[src/rtl/fetch_buffer_pkg.sv]
// Shared CPU front-end definitions: word width, PC step, fetch buffer
// state encoding and entry payload.
package fetch_buffer_pkg;

    localparam int unsigned WORD_WIDTH   = 32;
    localparam int unsigned PC_INCREMENT = 4;

    typedef enum logic [1:0] {
        EMPTY = 2'b00,
        ONE   = 2'b01,
        FULL  = 2'b10
    } fb_state_t;

    typedef struct packed {
        logic [WORD_WIDTH-1:0] addr;
        logic [WORD_WIDTH-1:0] instr;
    } fb_entry_t;

    // Sequential PC of the instruction after pc; wraps modulo 2^32.
    function automatic logic [WORD_WIDTH-1:0] next_pc(input logic [WORD_WIDTH-1:0] pc);
        return pc + WORD_WIDTH'(PC_INCREMENT);
    endfunction

endpackage

[src/rtl/fetch_buffer.sv]
// Two-entry in-order fetch buffer between ProgramCounter/ROM and decode.
// PCWrite is the input-ready, decoded from registered state only.
module fetch_buffer
    import fetch_buffer_pkg::*;
#(
    parameter int unsigned DEPTH = 2
) (
    input  logic                  CLK,
    input  logic                  Reset,
    input  logic                  inValid,
    input  logic [WORD_WIDTH:1]   currentAddress,
    input  logic [WORD_WIDTH:1]   instruction,
    output logic                  PCWrite,
    input  logic                  Flush,
    input  logic                  outReady,
    output logic                  outValid,
    output logic [WORD_WIDTH:1]   outAddress,
    output logic [WORD_WIDTH:1]   outInstruction,
    output logic [WORD_WIDTH:1]   outNextAddress
);

    localparam int unsigned PTR_W = (DEPTH > 1) ? $clog2(DEPTH) : 1;

    fb_state_t        state;
    fb_state_t        state_nxt;
    fb_entry_t        entries [DEPTH];
    fb_entry_t        head_entry;
    logic [PTR_W-1:0] head;
    logic [PTR_W-1:0] tail;
    logic             push_c;
    logic             pop_c;

    // State register; the state value doubles as the occupancy count.
    always_ff @(posedge CLK or posedge Reset) begin
        if (Reset) begin
            state <= EMPTY;
        end else begin
            state <= state_nxt;
        end
    end

    // Handshake decode and next-state; Flush overrides push and pop.
    always_comb begin
        push_c    = inValid && (state != FULL) && !Flush;
        pop_c     = (state != EMPTY) && outReady && !Flush;
        state_nxt = state;
        if (Flush) begin
            state_nxt = EMPTY;
        end else begin
            unique case (state)
                EMPTY: if (push_c) state_nxt = ONE;
                ONE: begin
                    if (push_c && !pop_c) begin
                        state_nxt = FULL;
                    end else if (pop_c && !push_c) begin
                        state_nxt = EMPTY;
                    end
                end
                FULL:  if (pop_c) state_nxt = ONE;
                default: state_nxt = EMPTY;
            endcase
        end
    end

    // Head/tail pointers wrap naturally at DEPTH = 2.
    always_ff @(posedge CLK or posedge Reset) begin
        if (Reset) begin
            head <= '0;
            tail <= '0;
        end else if (Flush) begin
            head <= '0;
            tail <= '0;
        end else begin
            if (push_c) tail <= tail + PTR_W'(1);
            if (pop_c)  head <= head + PTR_W'(1);
        end
    end

    // Entry payload needs no reset: outputs are masked while EMPTY.
    always_ff @(posedge CLK) begin
        if (push_c) begin
            entries[tail] <= {currentAddress, instruction};
        end
    end

    assign head_entry = entries[head];

    // Output decode from registered state and storage only.
    always_comb begin
        PCWrite        = (state != FULL);
        outValid       = (state != EMPTY);
        outAddress     = '0;
        outInstruction = '0;
        outNextAddress = '0;
        if (state != EMPTY) begin
            outAddress     = head_entry.addr;
            outInstruction = head_entry.instr;
            outNextAddress = next_pc(head_entry.addr);
        end
    end

endmodule

[config.mk]
export PLATFORM = sky130hd
export DESIGN_NAME = fetch_buffer
export DESIGN_NICKNAME = d
export VERILOG_FILES = /design/src/rtl/fetch_buffer_pkg.sv /design/src/rtl/fetch_buffer.sv
export SDC_FILE = /design/constraint.sdc
export NUM_CORES = 1
export LEC_CHECK = 0
export BUFFER_PORTS_ARGS = -buffer_cell sky130_fd_sc_hd__buf_2
export CORE_MARGIN = 3
export CORE_UTILIZATION = 57
export CTS_CLUSTER_SIZE = 12
export DETAILED_ROUTE_END_ITERATION = 7
export PLACE_DENSITY_LB_ADDON = 0.25
export SLEW_MARGIN = 20
export SYNTH_ARGS = -nofsm -noshare
export SYNTH_HDL_FRONTEND = slang
export SYNTH_SLANG_ARGS = --single-unit
[constraint.sdc]
create_clock -name CLK -period 17.4 [get_ports CLK]
set_clock_uncertainty 0.2 [all_clocks]
set_input_delay 1.74 -clock CLK [delete_from_list [all_inputs] [get_ports CLK]]
set_output_delay 1.74 -clock CLK [all_outputs]
set_load 0.03 [all_outputs]
==> results.toml <==
[outcome]
status = "complete, no violations"

[power_and_ir_drop]
finalPower_uw = 827
p_int_uw = 606
p_sw_share_pct = 26.7
powerDensity_nw_per_um2 = 109
vdd_drop_max_uv = 80.3
pwr-share-seq_pct = 45.2
pwr-share-clk_pct = 39.6
leakage_nw = 2.92
p_sw_uw = 221
comb_power_share_pct = 15.2

[detailed_routing]
wl_per_cell_um = 17.3
vias = 4287
final_antenna_net_count = 0
drt_iter0_drc = 296
first_pass_iters = 5
drc = 0
top_layer = "met4"
routed_via_density = 5.59
wl_um = 13200
wl_met2_um = 6490
met1_length_um = 5400
wl_met3_um = 1050

[sta]
max-slew-margin-rel_pct = 42.0
finalSetupViolations = 0
period_share_pct = 36.0
min_period_ns = 6.27
max_freq_mhz = 159
drv_slew = 0
worstMarginPinSlew_ns = 0.870
tns_ns = 0
grt_setup_unrepaired = "no"
hold_violations = 0

[floorplanning]
core_area_sq_um = 10300
dieArea_sq_um = 11900
num_rows = 37
die_w_um = 109
die_h_um = 109
initial_utilization_pct = 58.8
io_pins = 167

[worst_setup_path]
cpLargestDelayFamily = "buffers and inverters"
cp_max_fo = 55
worstPathArrival_ns = 4.33
cpMaxStageDelayCell = "dfrtp_4"
required_ns = 15.46
path_cells = "buf_4 > mux2_2 > ha_1 > inv_1 > a2111oi_4 > nand4_4 > nor3_1 > mux2_1 > buf_2"
slowest_delay_ns = 0.85
r2r_setup_slack_ns = 14.74
crit_buf_inv = 3
crit_path_end_kind = "output port"
path_class = "reg -> out"
start_kind = "flop"

[placed_design]
hpwl_um = 8880
dpl_cell_area_sq_um = 7000
dp_cells = 736
io_buffers = 166
globalplace.congestion = 0.836

[final_layout]
num-nets-final = 689
fin_area_sq_um = 7550
drive_gt1_share_pct = 34.7
post-route-util_pct = 73.2
final_cells = 767
layout_common_cells = "buf_2 (166), edfxtp_1 (128), nor2_1 (82)"
syn2layout_area_growth_pct = 24.4
antennaDiodeCount = 0
fillCellCount = 702
final_common_cell = "buf_2"

[logic_synthesis]
synthAdderAreaFrac_pct = 0.206
synth-xor-area-share_pct = 2.31
synth_area_sq_um = 6070
synth-main-ff-cell = "edfxtp_1"
syn_inst = 452
yosysTopAreaCellShare_pct = 63.3
synth-async-reset-ratio_pct = 3.03
ys_warn_count = 0
synth_simple_gate_area_share_pct = 13.8
synth.area.mux_share_pct = 11.3
avgSynthCellArea_sq_um = 13.4
synth_compound_area_share_pct = 5.22
yosysTopAreaCell = "edfxtp_1"
ys_seq_area_share_pct = 65.0
ys_seq_elements = 132
synth_area_leaders = "edfxtp_1 (63%), mux2i_1 (9.7%), nor2_1 (5.1%), xnor2_1 (1.7%), dfrtp_1 (1.6%)"
yosysUniqueCellTypes = 54
synth-edff-count = 128
synth_top_family_by_area = "simple AND/OR/NAND/NOR gates"
synth_fp_nets = 522

[clock_network]
numCtsBuffers = 17
postCtsHoldBufs = 0
cts_sinks = 132
root_buffer = "clkbuf_8"
clk-insertion-delay-late_ns = 0.50
path_clk_slew_ns = 0.06
cts_setup_buffers = 0
cts_tree = "built"
clockBufferDepth = 2
h-tree-depth = 4
cts_resized = 0

[global_route]
grt_pass1_wl_um = 20400
grt_pass1_vias = 4188
antenna_found_initial = 0
grt_usage_pct = 22.6
grt_overflow_total = 0
grt_max_degree = 82

[run]
maxCapViolCount = 0

[worst_hold_path]
hp-class = "reg -> reg"
cell usage after synthesis (6+ instances only):
| library cell | instances |
|---|---|
| edfxtp_1 | 128 |
| nor2_1 | 83 |
| mux2i_1 | 59 |
| nand2_1 | 22 |
| nand3_1 | 14 |
| xnor2_1 | 12 |
| nand4_1 | 9 |
| o21ai_0 | 9 |
| clkbuf_1 | 8 |
| o31ai_1 | 8 |
| buf_4 | 7 |
| nand3b_1 | 7 |
| and2_1 | 6 |
| nor3_1 | 6 |
per-stage QoR:
step           setup slack [ns]  hold WS (ns)
3_3_place_gp              11.74         0.356
6_report                  11.13         0.420
2_1_floorplan             10.07         0.319
3_5_place_dp              11.68         0.411
5_1_grt                   10.85         0.479
4_1_cts                   11.12         0.426
power groups by stage:
stage	Combinational (mW)	Sequential [mW]	Clock, mW
after global placement	0.124	0.379	0
after floorplan	0.0923	0.376	0
after detailed placement	0.125	0.380	0
after global routing	0.135	0.375	0.347
after CTS	0.126	0.374	0.332
final	0.126	0.374	0.327
worst paths after layout:
check,start,to,cells past startpoint
max,head,outNextAddress[31],9
min,tail,tail,2
max reg2reg,state[0],entries[1][45],4
min reg2reg,tail,tail,2
max in group asynchronous,Reset,head,2
min in group asynchronous,Reset,state[1],2
worst register-to-register path, delay by kind of cell, from the launching register on:
family | cells | cell delay, ns
flops | 1 | 0.45
simple gates | 3 | 0.85
buf+inv | 1 | 0.71
routing by layer:
metal,GRT usage [%],vias to the layer above
li1,-,2035
met1,28.1,2042
met2,36.9,184
met3,6.63,26
met4,9.80,0
met5,0,-
layout make-up:
cell class | count | area (sq um) | area share, %
multi-input combinational | 294 | 2010 | 26.6
timing repair buffer | 170 | 861 | 11.4
inverter | 4 | 15.0 | 0.199
clock inverter | 13 | 136 | 1.81
tap | 136 | 170 | 2.25
sequential | 132 | 3950 | 52.3
clock buffer | 18 | 418 | 5.53
sequential cells by signal (all words and copies together) (netlist names):
signal / count
entries: 128
state: 2
tail: 1
head: 1
logic make-up after synthesis:
family          after synthesis
xor+xnor                     16
flops                       132
compound gates               41
mux                          67
simple gates                169
fa+ha+maj                     1
buf+inv                      26
Power figures use the tool's default switching activity.
